<file path="config.mk">
export PLATFORM = sky130hd
export DESIGN_NAME = pwm_duty_feeder_flat
export DESIGN_NICKNAME = d
export VERILOG_FILES = /design/src/rtl/pwm_duty_feeder_pkg.sv /design/src/rtl/pwm_duty_feeder_if.sv /design/src/rtl/pwm_duty_feeder_sync_fifo.sv /design/src/rtl/pwm_duty_feeder.sv /design/src/flat_wrapper.sv
export SDC_FILE = /design/constraint.sdc
export NUM_CORES = 1
export LEC_CHECK = 0
export BUFFER_PORTS_ARGS = -buffer_cell sky130_fd_sc_hd__buf_2
export CORE_UTILIZATION = 55
export CTS_BUF_LIST = sky130_fd_sc_hd__clkbuf_8
export DETAILED_ROUTE_END_ITERATION = 8
export PLACE_DENSITY = 0.79
export REMOVE_ABC_BUFFERS = 1
export SYNTH_ARGS = -nofsm -noshare
export SYNTH_HDL_FRONTEND = slang
export SYNTH_SLANG_ARGS = --single-unit
</file>
<file path="constraint.sdc">
create_clock -name ipClk -period 5.7 [get_ports ipClk]
set_clock_uncertainty 0.2 [all_clocks]
set_input_delay 1.14 -clock ipClk [delete_from_list [all_inputs] [get_ports ipClk]]
set_output_delay 1.14 -clock ipClk [all_outputs]
set_load 0.02 [all_outputs]
</file>
<file path="src/rtl/pwm_duty_feeder_pkg.sv">
// Shared modulator DSP definitions: duty format, PWM period and the
// sample-to-duty conversion reused by other modulator blocks.
package pwm_duty_feeder_pkg;

    localparam int                DUTY_W     = 8;
    localparam logic [DUTY_W-1:0] DUTY_MID   = 8'h80;
    localparam int                PWM_PERIOD = 256;

    // topBits is the signed top byte followed by the round bit.
    // The result is rounded, saturated at +127 and then converted to offset binary.
    function automatic logic [DUTY_W-1:0] dutyConvert(input logic [DUTY_W:0] topBits);
        logic [DUTY_W:0] sum;
        sum = {topBits[DUTY_W], topBits[DUTY_W:1]} + {{DUTY_W{1'b0}}, topBits[0]};
        if (!sum[DUTY_W] && sum[DUTY_W-1]) begin
            sum = {2'b00, {(DUTY_W-1){1'b1}}};
        end
        return sum[DUTY_W-1:0] ^ DUTY_MID;
    endfunction

endpackage

</file>
<file path="src/rtl/pwm_duty_feeder_if.sv">
// Valid/ready sample handshake between the audio source (master) and the
// duty feeder (slave).
interface pwm_duty_feeder_if #(
    parameter int SAMPLE_W = 16
);
    logic signed [SAMPLE_W-1:0] ipSample;
    logic                       ipValid;
    logic                       opReady;

    modport master (output ipSample, output ipValid, input opReady);
    modport slave  (input ipSample, input ipValid, output opReady);
endinterface

</file>
<file path="src/rtl/pwm_duty_feeder_sync_fifo.sv">
// Single-clock FIFO with full/empty flags and a look-ahead full flag, so the
// owner can register its ready output from the post-update occupancy.
module sync_fifo #(
    parameter int WIDTH = 8,
    parameter int DEPTH = 4
) (
    input  logic             ipClk,
    input  logic             nReset,
    input  logic             wrEn,
    input  logic [WIDTH-1:0] wrData,
    input  logic             rdEn,
    output logic [WIDTH-1:0] rdData,
    output logic             full,
    output logic             empty,
    output logic             fullNext
);
    localparam int          AW        = $clog2(DEPTH);
    localparam logic [AW:0] DEPTH_CNT = (AW+1)'(DEPTH);

    logic [WIDTH-1:0] mem [DEPTH];
    logic [AW-1:0]    wrPtr;
    logic [AW-1:0]    rdPtr;
    logic [AW:0]      count;
    logic [AW:0]      countNext;
    logic             doWr;
    logic             doRd;

    assign full     = (count == DEPTH_CNT);
    assign empty    = (count == '0);
    assign doWr     = wrEn && !full;
    assign doRd     = rdEn && !empty;
    assign rdData   = mem[rdPtr];
    assign fullNext = (countNext == DEPTH_CNT);

    always_comb begin
        // NOTE: default first so every path assigns countNext and no latch is inferred.
        countNext = count;
        if (doWr && !doRd) begin
            countNext = count + 1'b1;
        end else if (doRd && !doWr) begin
            countNext = count - 1'b1;
        end
    end

    always_ff @(posedge ipClk or negedge nReset) begin
        if (!nReset) begin
            wrPtr <= '0;
            rdPtr <= '0;
            count <= '0;
        end else begin
            // NOTE: non-blocking so every register samples pre-edge values whatever the statement order.
            count <= countNext;
            if (doWr) wrPtr <= wrPtr + 1'b1;
            if (doRd) rdPtr <= rdPtr + 1'b1;
        end
    end

    // NOTE: storage has no reset; clearing the occupancy makes stale entries unreachable.
    always_ff @(posedge ipClk) begin
        if (doWr) mem[wrPtr] <= wrData;
    end

endmodule

</file>
<file path="src/rtl/pwm_duty_feeder.sv">
// Buffers signed audio samples and hands the PWM one offset-binary duty value
// per period, changing it only at the period boundary.
module pwm_duty_feeder
    import pwm_duty_feeder_pkg::*;
#(
    parameter int SAMPLE_W = 16,
    parameter int DEPTH    = 4,
    parameter int PERIOD   = PWM_PERIOD
) (
    input  logic              ipClk,
    input  logic              ipReset,
    pwm_duty_feeder_if.slave  sampleBus,
    output logic [DUTY_W-1:0] opDutyCycle,
    output logic              opUpdate,
    output logic              opSync,
    output logic              opUnderrun,
    output logic [7:0]        opUnderrunCount
);
    localparam int               CNT_W    = $clog2(PERIOD);
    localparam logic [CNT_W-1:0] LAST_CNT = CNT_W'(PERIOD - 1);

    logic [CNT_W-1:0] periodCnt;
    logic             periodRun;
    logic             boundary;
    logic             push;
    logic             pop;
    logic             readyReg;
    logic [DUTY_W:0]  fifoHead;
    logic             fifoFull;
    logic             fifoEmpty;
    logic             fifoFullNext;

    assign sampleBus.opReady = readyReg;
    assign boundary = periodRun && (periodCnt == LAST_CNT);
    assign push     = sampleBus.ipValid && readyReg && !fifoFull;
    assign pop      = boundary && !fifoEmpty;

    // Only the top byte and round bit are needed, so only those are buffered.
    sync_fifo #(
        .WIDTH (DUTY_W + 1),
        .DEPTH (DEPTH)
    ) sampleFifo (
        .ipClk    (ipClk),
        .nReset   (ipReset),
        .wrEn     (push),
        .wrData   (sampleBus.ipSample[SAMPLE_W-1 -: DUTY_W+1]),
        .rdEn     (pop),
        .rdData   (fifoHead),
        .full     (fifoFull),
        .empty    (fifoEmpty),
        .fullNext (fifoFullNext)
    );

    // The first edge after reset release is cycle 0 of the first period.
    always_ff @(posedge ipClk or negedge ipReset) begin
        if (!ipReset) begin
            periodRun <= 1'b0;
            periodCnt <= '0;
            opSync    <= 1'b0;
        end else begin
            periodRun <= 1'b1;
            opSync    <= !periodRun || (periodCnt == LAST_CNT);
            if (periodRun) begin
                periodCnt <= (periodCnt == LAST_CNT) ? '0 : periodCnt + 1'b1;
            end
        end
    end

    always_ff @(posedge ipClk or negedge ipReset) begin
        if (!ipReset) begin
            readyReg        <= 1'b0;
            opDutyCycle     <= DUTY_MID;
            opUpdate        <= 1'b0;
            opUnderrun      <= 1'b0;
            opUnderrunCount <= '0;
        end else begin
            readyReg   <= !fifoFullNext;
            opUpdate   <= pop;
            opUnderrun <= boundary && fifoEmpty;
            if (pop) begin
                opDutyCycle <= dutyConvert(fifoHead);
            end
            if (boundary && fifoEmpty && (opUnderrunCount != 8'hFF)) begin
                opUnderrunCount <= opUnderrunCount + 1'b1;
            end
        end
    end

endmodule

</file>
<file path="src/flat_wrapper.sv">
// flat-port wrapper written by rule: the top's interface ports become plain ports
module pwm_duty_feeder_flat import pwm_duty_feeder_pkg::*;
#(
    parameter int SAMPLE_W = 16,
    parameter int DEPTH    = 4,
    parameter int PERIOD   = PWM_PERIOD
)
  (ipClk, ipReset, opDutyCycle, opUpdate, opSync, opUnderrun, opUnderrunCount, sampleBus_ipSample, sampleBus_ipValid, sampleBus_opReady);
  pwm_duty_feeder_if #(.SAMPLE_W(SAMPLE_W)) sampleBus_i ();
  input  logic ipClk;
  input  logic ipReset;
  output logic [DUTY_W-1:0] opDutyCycle;
  output logic opUpdate;
  output logic opSync;
  output logic opUnderrun;
  output logic [7:0] opUnderrunCount;
  input wire logic [$bits(sampleBus_i.ipSample)-1:0] sampleBus_ipSample;
  input wire logic [$bits(sampleBus_i.ipValid)-1:0] sampleBus_ipValid;
  output wire logic [$bits(sampleBus_i.opReady)-1:0] sampleBus_opReady;
  assign sampleBus_i.ipSample = sampleBus_ipSample;
  assign sampleBus_i.ipValid = sampleBus_ipValid;
  assign sampleBus_opReady = sampleBus_i.opReady;
  pwm_duty_feeder #(.SAMPLE_W(SAMPLE_W), .DEPTH(DEPTH), .PERIOD(PERIOD)) u_core (.ipClk(ipClk), .ipReset(ipReset), .sampleBus(sampleBus_i), .opDutyCycle(opDutyCycle), .opUpdate(opUpdate), .opSync(opSync), .opUnderrun(opUnderrun), .opUnderrunCount(opUnderrunCount));
endmodule
</file>
# After elaboration in Yosys (flattened, before gate mapping)
# Memory sizes are Yosys's and may differ from the RTL's.
# Index checks and enable logic that the tools add are counted.
# totals
memories	1
input_bits	19
ram_bits	36
elab_cells	51
reg_bits	36
# classes
muxes	7
n_reduce_logical	20
add_sub_neg	7
eq_ne	4
n_bitwise	1
# mem_list
name	depth	width	rd	rd_clocked_by_memory_dff	write_ports	line_no	source
u_core.sampleFifo.mem	4	9	1	0	1	pwm_duty_feeder_sync_fifo.sv:20	logic [WIDTH-1:0] mem [DEPTH];
# ops
op	n
$mux 8	3
$add 8x1->8 const B	2
$logic_and 1x1->1	11
$add 8x2->9	1
$eq 8x8->1 const B	1
$ne 8x8->1 const B	1
$logic_not 1->1	7
$eq 3x3->1 const B	2
$mux 3	2
$add 2x1->2 const B	2
$add 3x1->3 const B	1
$logic_not 3->1	1
$sub 3x1->3 const B	1
$mux 1	2
$logic_or 1x1->1	1
$not 1->1	1

# Longest topological paths before layout
# Gate-level depths: netlist of the first run.
# depth
word_depth	10
depth_mapped	9
ltp_nobuf	8

# Modules after synthesis
# A second synthesis of the first run with hierarchy kept.
# hier_totals
cells_unflattened	231
area_unflattened_um2	3266.9
# by_module_without_submodules
module	instances	cells_per_inst	area_per_inst_um2
sync_fifo	1	104	1860.5
pwm_duty_feeder	1	127	1406.3

# Worst setup path after synthesis of the first run
# OpenSTA, ideal clock, no wires.
# synth_timing
path_type	input to register
startpoint	input sampleBus_ipValid
endpoint	register u_core.readyReg (netlist: u_core.sampleBus.opReady)
path_slack_ns	3.079
arrival_time_ns	2.297
path_stages	7
cell_sequence	and2_1 clkbuf_1 and2_1 clkbuf_1 maj3_2 o22ai_2 o21bai_1
# synth_between
elab_chain_len	9
elab_cells_between_ends	10
classes_between	1 x eq/ne; 2 x mux; 7 x reduce/logical
# synth_lines
item	line_no	source
from (decl)	flat_wrapper.sv:18	input wire logic [$bits(sampleBus_i.ipValid)-1:0] sampleBus_ipValid;
$logic_and 1x1->1 * (2 in series)	pwm_duty_feeder.sv:35	assign push = sampleBus.ipValid && readyReg && !fifoFull;
$logic_and 1x1->1 *	pwm_duty_feeder_sync_fifo.sv:30	assign doWr = wrEn && !full;
$logic_not 1->1	pwm_duty_feeder_sync_fifo.sv:40	end else if (doRd && !doWr) begin
$logic_and 1x1->1	pwm_duty_feeder_sync_fifo.sv:40	
$mux 3	pwm_duty_feeder_sync_fifo.sv:40	
$mux 3 *	pwm_duty_feeder_sync_fifo.sv:38	if (doWr && !doRd) begin
via u_core.sampleFifo.countNext[1]	pwm_duty_feeder_sync_fifo.sv:24	logic [AW:0] countNext;
$eq 3x3->1 *	pwm_duty_feeder_sync_fifo.sv:33	assign fullNext = (countNext == DEPTH_CNT);
$logic_not 1->1 *	pwm_duty_feeder.sv:77	readyReg <= !fifoFullNext;
to (signal assigned)	pwm_duty_feeder.sv:77	
to (decl)	pwm_duty_feeder.sv:27	logic readyReg;
# Mark *: on every way through the listed nets, which the timed path passes. The rest lies on a longest branch.
# A chain may end at the register's enable or synchronous reset.

# Worst setup path in the final report of the first run
# layout_timing
startpoint	register u_core.sampleFifo.rdPtr[0]
endpoint	register u_core.opDutyCycle[2]
# layout_between
elab_chain_len	6
# layout_lines
item	line_no	source
from (decl)	pwm_duty_feeder_sync_fifo.sv:22	logic [AW-1:0] rdPtr;
from (signal assigned)	pwm_duty_feeder_sync_fifo.sv:54	if (doRd) rdPtr <= rdPtr + 1'b1;
$mem_v2 4x9 *	n/a	
$add 8x2->9 *	pwm_duty_feeder_pkg.sv:13	sum = {topBits[DUTY_W], topBits[DUTY_W:1]} + {{DUTY_W{1'b0}}, topBits[0]};
$logic_not 1->1	pwm_duty_feeder_pkg.sv:14	if (!sum[DUTY_W] && sum[DUTY_W-1]) begin
$logic_and 1x1->1	pwm_duty_feeder_pkg.sv:14	
$mux 8 *	pwm_duty_feeder_pkg.sv:14	
$mux 8 *	pwm_duty_feeder.sv:80	if (pop) begin
to (signal assigned)	pwm_duty_feeder.sv:81	opDutyCycle <= dutyConvert(fifoHead);
to (decl)	pwm_duty_feeder.sv:13	output logic [DUTY_W-1:0] opDutyCycle,
# Mark *: on every way between the ends. The rest lies on a longest branch, timed or not. The select of a mux whose other input is x is not followed.

==> parameters.txt, run 1 <==
Parameter                              Value

STA
  Final WS setup ... around 2.9 ns
  Hold Violations, Final ... 0
  Share of the clock period used by the worst path ... 0.4920
  Slew at the pin with the worst max-slew slack ... between 0.7 and 0.8 ns
  Remaining max-slew budget at the tightest pin ... 0.4697
  Setup Total Neg Slack ... 0 ns
  RSZ-0062 raised after global routing ... no
  Post-layout minimum cycle time ... roughly 2.8 ns
  Top achievable clock speed ... 0.3566 GHz
  Number of setup violations in the final report ... 0
  Slew Viols, Final ... 0

Clock network
  Latest clock arrival within the worst-skew pair ... ~0.33 ns
  TritonCTS clock tree ... yes
  Post-CTS Repair Setup Buffers ... 0
  CTS Root Buffer Type ... sky130_fd_sc_hd__clkbuf_8
  Buffer depth of the longest clock path ... 2
  Cts-stage hold buffer count ... 0
  Clk pin slew, worst setup/hold paths ... 0.07 ns
  Number of cells upsized or downsized after cts ... 0
  Number of buffers inserted during clock tree synthesis ... 9
  Clock sink total ... slightly above 70
  Number of H-tree levels ... 3

Pwr
  Leakage power ... 1.468 nW
  Pwr/cell area ... approximately 370 nW/µm²
  Max VDD drop ... around 0.00022 V

Detailed routing
  Total length of routed met3 wires ... between 100 and 150 µm
  Number of remaining DRC errors ... 0
  Met2 Routed Length ... ~2500 µm
  Detailed Route WL ... roughly 5100 µm
  Uppermost layer routed ... met4
  Average vias per placed instance ... 5.444
  DRC marker count from the first detailed-route iteration ... 119
  DRT Pass-1 Iters ... 4
  Met1 WL ... about 2400 µm
  Routed via count ... between 1.5k and 2k
  Count of antenna-violating nets left after detailed routing ... 0
  Routed length per placed instance ... 15.04 µm

Layout
  Area growth syn-to-layout ... 12.12%
  Layout filler cell count ... 426
  Inserted Diodes ... 0
  Number of nets in the layout ... between 200 and 300
  Finished layout cell area ... roughly 3600 µm²
  Fraction of layout instances using a drive strength above 1 ... 0.2333
  Sequential standard cell area ... ~2000 µm²
  Area used by multi-input combinational logic ... roughly 1100 µm²

Hold path
  Min-Delay Path Class ... register to register

Yosys
  Number of enable-type register cells in the synthesized netlist ... 36
  Number of warnings issued by yosys ... 0
  Most instantiated library cell after synthesis ... sky130_fd_sc_hd__edfxtp_1
  Ys async rst share ... 0.5000
  Cell taking the most area after synthesis ... sky130_fd_sc_hd__edfxtp_1
  Share of synthesized area occupied by flip-flops and latches ... 0.6255
  Area share of the largest cell type after synthesis ... 0.3410
  Main area contributors after synthesis ... sky130_fd_sc_hd__edfxtp_1 (34%), sky130_fd_sc_hd__dfrtp_1 (28%), sky130_fd_sc_hd__mux4_2 (5.7%)
  Count of state elements after synthesis ... 72
  Cell types with the highest counts after synthesis ... sky130_fd_sc_hd__edfxtp_1 (36), sky130_fd_sc_hd__dfrtp_1 (35), sky130_fd_sc_hd__nor2_1 (20), sky130_fd_sc_hd__xnor2_1 (15), sky130_fd_sc_hd__nand2_1 (13)
  Post-synth design cell area ... between 3000 and 4000 µm²
  Count of different cell masters after synthesis ... between 40 and 50
  Post-Synthesis Cells ... about 230
  Top FF cell, synth ... sky130_fd_sc_hd__edfxtp_1
  Mean instance size in the synthesized netlist ... between 10 and 15 µm²

Place
  Detail Placement HPWL ... between 3000 and 4000 µm
  Placed instance area ... ~3400 µm²
  Pre-CTS setup slack ... roughly 2.9 ns
  Port Buffers ... 31
  Final GP Congestion ... around 0.75

Setup path
  Maximum fanout encountered on the critical timing path ... 13
  CP Data Required Time ... ~5.7 ns
  Startpoint-to-endpoint class of the critical path ... register to register
  Arr. time, crit path ... approximately 2.8 ns
  Endpoint kind of the worst setup timing path ... register
  Critical Path Source Type ... register

GRT
  Via count of the first global-routing pass ... around 1.9k
  Initial antenna violation count ... 0
  Maximum number of pins on one net before global-route repair ... 37
  Total overflow reported by the global router ... 0
  All-Layer GR Usage ... 0.1940
  Wire length of the first global-routing pass ... between 8000 and 9000 µm

Die
  Die Height ... ~78 µm
  Horizontal die dimension ... roughly 78 µm
  Count of standard-cell rows ... 27
  Core footprint ... between 5000 and 6000 µm²
  Die area ... about 6100 µm²
  Count of pins on the block boundary ... 39
  Starting utilization of the core area ... 0.5723

Outcome
  Status ... finished, final reports clean

Run
  Max-capacitance violation count ... 0
[per-stage QoR]
stage / hold slack [ns] / util / cells / power [mW]
after global placement: 0.2626 / 0.6100 / 326 / 0.9598
after CTS: 0.2880 / 0.6416 / 342 / 1.333
after global routing: 0.3126 / 0.6416 / 342 / 1.390
after floorplan: 0.2482 / - / 223 / 0.9017
final: 0.2863 / 0.6416 / 342 / 1.319
after detailed placement: 0.2732 / 0.6100 / 326 / 0.9753
[cells by family after synthesis]
group | Yosys count | synth area share
flops | 72 | 0.6255
simple gates | 63 | 0.1006
compound gates | 28 | 0.06236
xor+xnor | 23 | 0.06354
buf+inv | 16 | 0.02328
mux | 14 | 0.07656
fa+ha+maj | 12 | 0.04696
other cells | 1 | 0.001183
[layout make-up]
| class | count | share of cell area |
|---|---|---|
| clock buffers | 11 | 0.04259 |
| multi-input cells | 141 | 0.3133 |
| inverters | 10 | 0.01056 |
| well taps | 72 | 0.02534 |
| clock inverters | 5 | 0.006688 |
| flip-flops and latches | 72 | 0.5579 |
| repair buffers | 31 | 0.04365 |
[power breakdown]
| part | switching (mW) | leakage (nW) | internal (mW) |
|---|---|---|---|
| Clock | 0.176 | 0.102 | 0.177 |
| Sequential | 0.0583 | 0.797 | 0.643 |
| Combinational | 0.151 | 0.568 | 0.113 |
| Total | 0.385 | 1.47 | 0.934 |
[final timing paths]
| check | start | end | slack (ns) | cells after the start |
|---|---|---|---|---|
| max reg2reg | u_core.sampleFifo.rdPtr[0] | u_core.opDutyCycle[2] | 2.90 | 7 |
| min | u_core.opDutyCycle[6] | u_core.opDutyCycle[6] | 0.29 | 2 |
| min in group asynchronous | ipReset | u_core.opUnderrunCount[5] | 0.68 | 1 |
| max in group asynchronous | ipReset | u_core.sampleFifo.wrPtr[0] | 4.10 | 1 |
| min reg2reg | u_core.opDutyCycle[6] | u_core.opDutyCycle[6] | 0.29 | 2 |
| max | u_core.sampleFifo.rdPtr[0] | u_core.opDutyCycle[2] | 2.90 | 7 |
[worst max-delay path, stage by stage, from the launching register on]
cell and delay, ns:
sky130_fd_sc_hd__dfrtp_1 0.79, sky130_fd_sc_hd__mux4_2 0.59, sky130_fd_sc_hd__ha_1 0.25, sky130_fd_sc_hd__ha_1 0.26
sky130_fd_sc_hd__inv_1 0.09, sky130_fd_sc_hd__nor3b_1 0.06, sky130_fd_sc_hd__o21ai_2 0.29, sky130_fd_sc_hd__a31oi_1 0.14
[metal layers]
layer  vias up  track usage
met5         -            0
met4         0       0.1074
met3        12      0.03529
met2        38       0.3097
met1       910       0.2518
li1        902            -
[sequential cells by signal, summed over array words and instances, names as in the netlist, 2 cells and up]
register and cells:
u_core.opUnderrunCount 8, u_core.sampleFifo.rdPtr 2, u_core.sampleFifo.wrPtr 2, u_core.opDutyCycle 8
u_core.sampleFifo.count 3, u_core.periodCnt 8, u_core.sampleFifo.mem 36
[cell usage in the layout, fill, tap and decap left out, types with 2 or more instances in the layout]
master	n
sky130_fd_sc_hd__edfxtp_1	36
sky130_fd_sc_hd__dfrtp_1	35
sky130_fd_sc_hd__buf_2	31
sky130_fd_sc_hd__nor2_1	20
sky130_fd_sc_hd__xnor2_1	15
sky130_fd_sc_hd__nand2_1	13
sky130_fd_sc_hd__inv_1	11
sky130_fd_sc_hd__ha_1	11
sky130_fd_sc_hd__clkbuf_8	11
sky130_fd_sc_hd__mux4_2	8
sky130_fd_sc_hd__xor2_1	8
sky130_fd_sc_hd__o21ai_0	6
sky130_fd_sc_hd__nand3_1	6
sky130_fd_sc_hd__and3_1	5
sky130_fd_sc_hd__a31oi_1	5
sky130_fd_sc_hd__mux2i_1	4
sky130_fd_sc_hd__and2_1	4
sky130_fd_sc_hd__a21oi_1	4
sky130_fd_sc_hd__nor3_1	3
sky130_fd_sc_hd__nor2b_1	2
sky130_fd_sc_hd__nand4_1	2
sky130_fd_sc_hd__or3_1	2
sky130_fd_sc_hd__o22ai_2	2
sky130_fd_sc_hd__o211ai_1	2
sky130_fd_sc_hd__and4_1	2
sky130_fd_sc_hd__mux2_2	2
sky130_fd_sc_hd__clkinv_2	2
No activity file was read; power rests on OpenSTA's default activity.
==> run 2: changes to the inputs <==
--- a/config.mk
+++ b/config.mk
@@ -5,6 +5,7 @@
 export SDC_FILE = /design/constraint.sdc
 export NUM_CORES = 1
 export LEC_CHECK = 0
+export ABC_AREA = 1
 export BUFFER_PORTS_ARGS = -buffer_cell sky130_fd_sc_hd__buf_2
 export CORE_UTILIZATION = 55
 export CTS_BUF_LIST = sky130_fd_sc_hd__clkbuf_8
==> constraint.sdc (replaced) <==
create_clock -name ipClk -period 2.7 [get_ports ipClk]
set_clock_uncertainty 0.2 [all_clocks]
set_input_delay 0.54 -clock ipClk [delete_from_list [all_inputs] [get_ports ipClk]]
set_output_delay 0.54 -clock ipClk [all_outputs]
set_load 0.02 [all_outputs]
==> run 2 against run 1 <==
Sequential power is 110% higher. Clock power grew to 2.9 times the previous value. Global-route usage rose by 1.1 points. Final cell count up 35%. Cell area rose by 12%. Wire length increased by 18%. Critical path depth rose by 5. Setup slack got worse by 2.6 ns. Count of clock-buffer cells in the layout did not move. Via count up 26%. Critical path type unchanged. Highest routed layer unchanged.
==> parameters.txt, run 2 <==
Parameter                              Value

Clock network
  Post-CTS Repair Setup Buffers ... 0
  Number of H-tree levels ... 3
  Number of cells upsized or downsized after cts ... 0
  Buffer depth of the longest clock path ... 2
  Cts-stage hold buffer count ... 0
  Clock sink total ... just over 70
  TritonCTS clock tree ... yes
  Clk pin slew, worst setup/hold paths ... around 0.08 ns
  Number of buffers inserted during clock tree synthesis ... 9
  Latest clock arrival within the worst-skew pair ... 0.33 ns
  CTS Root Buffer Type ... sky130_fd_sc_hd__clkbuf_8

Detailed routing
  Number of remaining DRC errors ... 0
  Average vias per placed instance ... between 5 and 6
  Routed length per placed instance ... ~13 µm
  Detailed Route WL ... roughly 6100 µm
  Routed via count ... ~2.3k
  DRT Pass-1 Iters ... 4
  DRC marker count from the first detailed-route iteration ... between 150 and 200
  Count of antenna-violating nets left after detailed routing ... 0

Setup path
  R2R depth ... 12
  Arr. time, crit path ... between 2 and 2.5 ns
  FF-to-FF Start ... u_core.sampleFifo.rdPtr[0]
  Maximum fanout encountered on the critical timing path ... 20
  Startpoint-to-endpoint class of the critical path ... register to register
  Register-to-Register Setup Slack ... about 0.25 ns
  Most frequent cell on the critical path ... sky130_fd_sc_hd__nand2_1
  Critical Path Source Type ... register
  Slowest cell on the critical path ... sky130_fd_sc_hd__dfrtp_1
  Critical R2R Capture ... u_core.opDutyCycle[6]
  Endpoint kind of the worst setup timing path ... register
  CP max stage delay ... between 0.5 and 0.6 ns
  CP Data Required Time ... roughly 2.7 ns
  Cells along the critical path ... inv_6 -> nor2_1 -> o22ai_1 -> ha_1 -> ha_1 -> nand3_1 -> nor2_2 -> nand2_1 -> nand2_1 -> nand2_1 -> nor2_1 -> a21boi_2
  Sum of buffers and inverters on the critical path ... 1
  Crit-path leading delay family ... simple AND/OR/NAND/NOR gates

Die
  Die Height ... slightly above 80 µm
  Count of standard-cell rows ... 28
  Core footprint ... around 6000 µm²
  Die area ... 6693 µm²
  Count of pins on the block boundary ... 39
  Starting utilization of the core area ... 0.5814
  Horizontal die dimension ... ~80 µm

GRT
  Via count of the first global-routing pass ... between 2k and 2.5k
  Wire length of the first global-routing pass ... slightly below 10,000 µm
  Maximum number of pins on one net before global-route repair ... 37
  Total overflow reported by the global router ... 0
  Initial antenna violation count ... 0
  All-Layer GR Usage ... 0.2047

Outcome
  Status ... finished, final reports clean

Yosys
  Post-Synthesis Cells ... approximately 340
  Mean instance size in the synthesized netlist ... about 10 µm²
  Share of synthesized area occupied by flip-flops and latches ... 0.5661
  Number of warnings issued by yosys ... 0
  Number of enable-type register cells in the synthesized netlist ... 36
  Top FF cell, synth ... sky130_fd_sc_hd__edfxtp_1
  Area share of the largest cell type after synthesis ... 0.3086
  Cell types with the highest counts after synthesis ... sky130_fd_sc_hd__nand2_1 (86), sky130_fd_sc_hd__inv_1 (37), sky130_fd_sc_hd__edfxtp_1 (36), sky130_fd_sc_hd__dfrtp_1 (35), sky130_fd_sc_hd__nand3_1 (25)
  Ys async rst share ... 0.5000
  Most instantiated library cell after synthesis ... sky130_fd_sc_hd__nand2_1
  Main area contributors after synthesis ... sky130_fd_sc_hd__edfxtp_1 (31%), sky130_fd_sc_hd__dfrtp_1 (25%), sky130_fd_sc_hd__nand2_1 (9.2%)
  Count of different cell masters after synthesis ... 37
  Post-synth design cell area ... roughly 3500 µm²
  Cell taking the most area after synthesis ... sky130_fd_sc_hd__edfxtp_1
  Count of state elements after synthesis ... 72

STA
  Number of setup violations in the final report ... 0
  Remaining max-slew budget at the tightest pin ... 0.4782
  Slew at the pin with the worst max-slew slack ... 0.7827 ns
  Share of the clock period used by the worst path ... 0.9074
  Top achievable clock speed ... roughly 0.41 GHz
  Post-layout minimum cycle time ... between 2 and 2.5 ns
  RSZ-0062 raised after global routing ... no
  Final hold slack ... 0.08168 ns
  Hold Violations, Final ... 0
  Slew Viols, Final ... 0
  Setup Total Neg Slack ... 0 ns

Pwr
  Pwr/cell area ... 789.3 nW/µm²
  Leakage power ... 1.947 nW
  Max VDD drop ... around 0.00066 V
  Power consumption ... approximately 3.1 mW

Layout
  Number of nets in the layout ... between 400 and 500
  Finished layout cell area ... ~4000 µm²
  Highest-count cells in the layout ignoring fill and taps ... sky130_fd_sc_hd__nand2_1 (86), sky130_fd_sc_hd__inv_1 (37), sky130_fd_sc_hd__edfxtp_1 (36), sky130_fd_sc_hd__dfrtp_1 (35), sky130_fd_sc_hd__buf_2 (31)
  Number of flip-flops in the largest register ... 36
  Fraction of layout instances using a drive strength above 1 ... 0.2552
  Most common library cell in the layout ignoring fill and taps ... sky130_fd_sc_hd__nand2_1
  Area growth syn-to-layout ... 13.82%
  Inserted Diodes ... 0
  Register with the highest flop count ... u_core.sampleFifo.mem

Place
  Detail Placement HPWL ... between 4000 and 5000 µm
  Final GP Congestion ... between 0.7 and 0.8
  Port Buffers ... 31
  Placed instance area ... around 3700 µm²

Hold path
  Min-Delay Path Class ... input port to async pin

Run
  Max-capacitance violation count ... 0
[run 2: cell types whose count changed after synthesis, sizes merged, moves of 4 or more]
cell / before / now
xor2: 8 / 12
nor2: 20 / 24
nand3: 6 / 29
or2: 0 / 7
a21boi: 0 / 6
a31oi: 5 / 0
and2: 4 / 0
nand2: 13 / 102
inv: 10 / 40
and3: 5 / 0
xnor2: 15 / 3
mux2i: 4 / 0
mux4: 8 / 0
[run 2: layer usage]
| metal | vias to the layer above | share of wire | global-route usage |
|---|---|---|---|
| met3 | 7 | 0.036 | 0.05000 |
| li1 | 1181 | - | - |
| met2 | 50 | 0.51 | 0.3521 |
| met4 | 0 | 0.013 | 0.09649 |
| met5 | - | 0 | 0 |
| met1 | 1099 | 0.44 | 0.2392 |
[run 2: worst max path at each step]
stage / startpoint / endpoint / slack, ns / cells after the start
CTS: u_core.sampleFifo.rdPtr[0] / u_core.opDutyCycle[6] / 0.27 / 12
global placement: u_core.sampleFifo.rdPtr[0] / u_core.opDutyCycle[6] / 0.34 / 12
detailed placement: u_core.sampleFifo.rdPtr[0] / u_core.opDutyCycle[6] / 0.27 / 12
finish: u_core.sampleFifo.rdPtr[0] / u_core.opDutyCycle[6] / 0.25 / 12
floorplan: u_core.sampleFifo.rdPtr[0] / u_core.opDutyCycle[2] / 0.46 / 11
global route: u_core.sampleFifo.rdPtr[0] / u_core.opDutyCycle[6] / 0.09 / 12
[run 2: kinds of logic (layout without fill, tap and decap cells)]
family,after synthesis,in the layout,synth area share
AOI/OAI and AO/OA,22,22,0.04500
xor gates and xnor gates,15,15,0.03750
adders and majority gates,11,11,0.03929
buffers and inverters,47,94,0.06464
DFF,72,72,0.5661
muxes,1,1,0.003214
other,1,1,0.001070
and+or+nand+nor,172,172,0.2432
[run 2: layout make-up]
class / count / area, µm²
Fill cell: 461 / 2038
Sequential cell: 72 / 1983
Multi-Input combinational cell: 222 / 1294
Timing Repair Buffer: 38 / 207.7
Inverter: 40 / 155.1
Clock buffer: 11 / 151.4
Clock inverter: 5 / 102.6
Tap cell: 75 / 93.84
[run 2: power breakdown]
| part | internal, mW | switching (mW) | leakage (nW) |
|---|---|---|---|
| logic | 0.219 | 0.418 | 1.02 |
| registers | 1.37 | 0.0944 | 0.798 |
| clock network | 0.663 | 0.381 | 0.126 |
[run 2: through the flow]
step	util	instances	setup WS, ns
floorplan	-	334	0.4577
global placement	0.6196	447	0.3436
detailed placement	0.6196	447	0.2673
CTS	0.6618	463	0.2663
global route	0.6618	463	0.09447
finish	0.6618	463	0.2501
==> run 3: changes to the inputs <==
==> constraint.sdc (replaced) <==
create_clock -name ipClk -period 2.7 [get_ports ipClk]
set_clock_uncertainty 0.2 [all_clocks]
set_input_delay 0.135 -clock ipClk [delete_from_list [all_inputs] [get_ports ipClk]]
set_output_delay 0.135 -clock ipClk [all_outputs]
set_load 0.02 [all_outputs]
==> run 3 against run 2 <==
First-iteration DRC count fell by 22%. Final cell count grew 2.2%. Wire length grew 7.4%. Flip-flop and latch count unchanged. Clock power down 12%. Global-route usage increased by 2.1 points. Fmax decreased by 1.5%. Sequential power is essentially flat. Via count is 4.8% higher. Sequential share of layout area decreased by 0.74 points.
==> parameters.txt, run 3 (synthesized netlist as in run 2, its figures left out) <==
Parameter                              Value

Outcome
  Status ... finished, final reports clean

Pwr
  Share of total power consumed by net switching ... 0.2983
  Power dissipated by switching net loads ... 0.9069 mW
  Leakage power ... 1.983 nW
  Part of the total power dissipated in sequential elements ... 0.483
  Internal power component ... between 2 and 2.5 mW
  Max VDD drop ... 0.0005844 V
  Pwr/cell area ... about 750 nW/µm²
  Combinational group share of total power ... 0.216
  Clock power share ... 0.301

Die
  Core footprint ... approximately 6000 µm²
  Count of pins on the block boundary ... 39
  Die Height ... slightly above 80 µm
  Starting utilization of the core area ... 0.5814
  Horizontal die dimension ... ~80 µm
  Die area ... about 6700 µm²
  Count of standard-cell rows ... 28

Layout
  Area growth syn-to-layout ... 15.54%
  Number of flip-flops in the largest register ... 36
  Highest-count cells in the layout ignoring fill and taps ... sky130_fd_sc_hd__nand2_1 (86), sky130_fd_sc_hd__inv_1 (40), sky130_fd_sc_hd__edfxtp_1 (36), sky130_fd_sc_hd__dfrtp_1 (35), sky130_fd_sc_hd__buf_2 (31)
  Fin cells ... roughly 470
  Fraction of layout instances using a drive strength above 1 ... 0.2412
  Register with the highest flop count ... u_core.sampleFifo.mem
  Most common library cell in the layout ignoring fill and taps ... sky130_fd_sc_hd__nand2_1
  Inserted Diodes ... 0
  Number of nets in the layout ... between 400 and 500

Detailed routing
  Count of antenna-violating nets left after detailed routing ... 0
  Number of remaining DRC errors ... 0
  DRC marker count from the first detailed-route iteration ... 124
  DRT Pass-1 Iters ... 5
  Average vias per placed instance ... around 5.2
  Routed via count ... around 2.4k
  Routed length per placed instance ... between 10 and 15 µm
  Detailed Route WL ... about 6500 µm

Clock network
  Clock sink total ... 72
  Clk pin slew, worst setup/hold paths ... 0.07 ns
  Number of buffers inserted during clock tree synthesis ... 9
  Post-CTS Repair Setup Buffers ... 0
  Buffer depth of the longest clock path ... 2
  Number of cells upsized or downsized after cts ... 0
  TritonCTS clock tree ... yes
  Latest clock arrival within the worst-skew pair ... around 0.34 ns
  CTS Root Buffer Type ... sky130_fd_sc_hd__clkbuf_8
  Number of H-tree levels ... 3
  Cts-stage hold buffer count ... 10

Hold path
  Worst hold path cell count ... 3
  Min-Delay Path Class ... input port to register
  Start point of the worst min-delay path ... sampleBus_ipValid
  Worst Hold Path EP ... u_core.sampleFifo.wrPtr[0]

STA
  Remaining max-slew budget at the tightest pin ... 0.4616
  Top achievable clock speed ... around 0.4 GHz
  Number of setup violations in the final report ... 0
  Post-layout minimum cycle time ... 2.488 ns
  Setup Total Neg Slack ... 0 ns
  RSZ-0062 raised after global routing ... no
  Hold Violations, Final ... 0
  Slew Viols, Final ... 0
  Share of the clock period used by the worst path ... 0.9216
  Slew at the pin with the worst max-slew slack ... around 0.8 ns

Place
  Port Buffers ... 31
  Final GP Congestion ... 0.7991
  Number of instances in the placed design ... approximately 450
  Detail Placement HPWL ... around 4400 µm

Run
  Max-capacitance violation count ... 0

Setup path
  Startpoint-to-endpoint class of the critical path ... register to register
  Critical Path Source Type ... register
  Maximum fanout encountered on the critical timing path ... 20
  FF-to-FF Start ... u_core.sampleFifo.rdPtr[0]
  Critical R2R Capture ... u_core.opDutyCycle[6]
  Arr. time, crit path ... 2.52 ns
  R2R depth ... 12
  Register-to-Register Setup Slack ... roughly 0.21 ns
  Endpoint kind of the worst setup timing path ... register
  CP Data Required Time ... between 2 and 3 ns

GRT
  All-Layer GR Usage ... 0.2254
  Via count of the first global-routing pass ... 2,439
  Wire length of the first global-routing pass ... 10,740 µm
  Maximum number of pins on one net before global-route repair ... 37
  Total overflow reported by the global router ... 0
  Initial antenna violation count ... 0
==> run 3: cell count changes in the layout (fill, tap and decap cells not counted), sizes merged <==
cell	change
dlygate4sd3	+10
inv	+3
bufinv	-1
clkbuf	-1
clkinvlp	-1
==> run 3: critical path: stages, from the launching register on <==
cell	delay, ns
sky130_fd_sc_hd__dfrtp_1	0.53
sky130_fd_sc_hd__inv_6	0.23
sky130_fd_sc_hd__nor2_1	0.07
sky130_fd_sc_hd__o22ai_1	0.18
sky130_fd_sc_hd__ha_1	0.27
sky130_fd_sc_hd__ha_1	0.20
sky130_fd_sc_hd__nand3_1	0.15
sky130_fd_sc_hd__nor2_2	0.17
sky130_fd_sc_hd__nand2_1	0.07
sky130_fd_sc_hd__nand2_1	0.05
sky130_fd_sc_hd__nand2_1	0.04
sky130_fd_sc_hd__nor2_1	0.14
sky130_fd_sc_hd__a21boi_2	0.08
==> run 3: through the flow <==
step	worst slack, ns	total power, mW	area (µm²)	utilization	hold WS, ns
final	0.2116	3.041	4048	0.6717	0.06131
after global placement	0.3442	2.085	3734	0.6196	0.05779
after global routing	0.003388	3.216	4048	0.6717	0.09226
after CTS	0.2113	3.058	4048	0.6717	0.04759
after detailed placement	0.2856	2.129	3734	0.6196	0.07120
after floorplan	0.4577	1.929	3432	-	-0.3606
==> run 3: worst max path at each step <==
stage / slack [ns] / end / start / depth (start not counted)
2_1_floorplan: 0.46 / u_core.opDutyCycle[2] / u_core.sampleFifo.rdPtr[0] / 11
3_3_place_gp: 0.34 / u_core.opDutyCycle[6] / u_core.sampleFifo.rdPtr[0] / 12
4_1_cts: 0.21 / u_core.opDutyCycle[6] / u_core.sampleFifo.rdPtr[0] / 12
3_5_place_dp: 0.29 / u_core.opDutyCycle[6] / u_core.sampleFifo.rdPtr[0] / 12
5_1_grt: 0.003 / u_core.opDutyCycle[6] / u_core.sampleFifo.rdPtr[0] / 12
6_report: 0.21 / u_core.opDutyCycle[6] / u_core.sampleFifo.rdPtr[0] / 12
==> run 3: cell type report <==
cell class                 count  area [µm²]
timing repair buffer          48       307.8
clock inverter                 6       76.32
tap                           75       93.84
fill                         457        1978
sequential                    72        1983
inverter                      40       155.1
clock buffer                  10       137.6
multi-input combinational    222        1294
==> run 3: power groups by stage <==
stage | registers (mW) | clock network [mW] | logic, mW
floorplan | 1.48 | 0 | 0.448
global placement | 1.48 | 0 | 0.607
detailed placement | 1.49 | 0 | 0.639
CTS | 1.47 | 0.929 | 0.661
global route | 1.48 | 0.975 | 0.755
finish | 1.47 | 0.915 | 0.657
==> run 3: layer usage <==
metal | share of wire | GRT usage | vias up | routed length, µm
li1 | - | - | 1209 | -
met1 | 0.42 | 0.2579 | 1161 | 2712
met2 | 0.51 | 0.3785 | 58 | 3351
met3 | 0.040 | 0.05444 | 21 | 261
met4 | 0.029 | 0.1404 | 0 | 189
met5 | 0 | 0 | - | 0
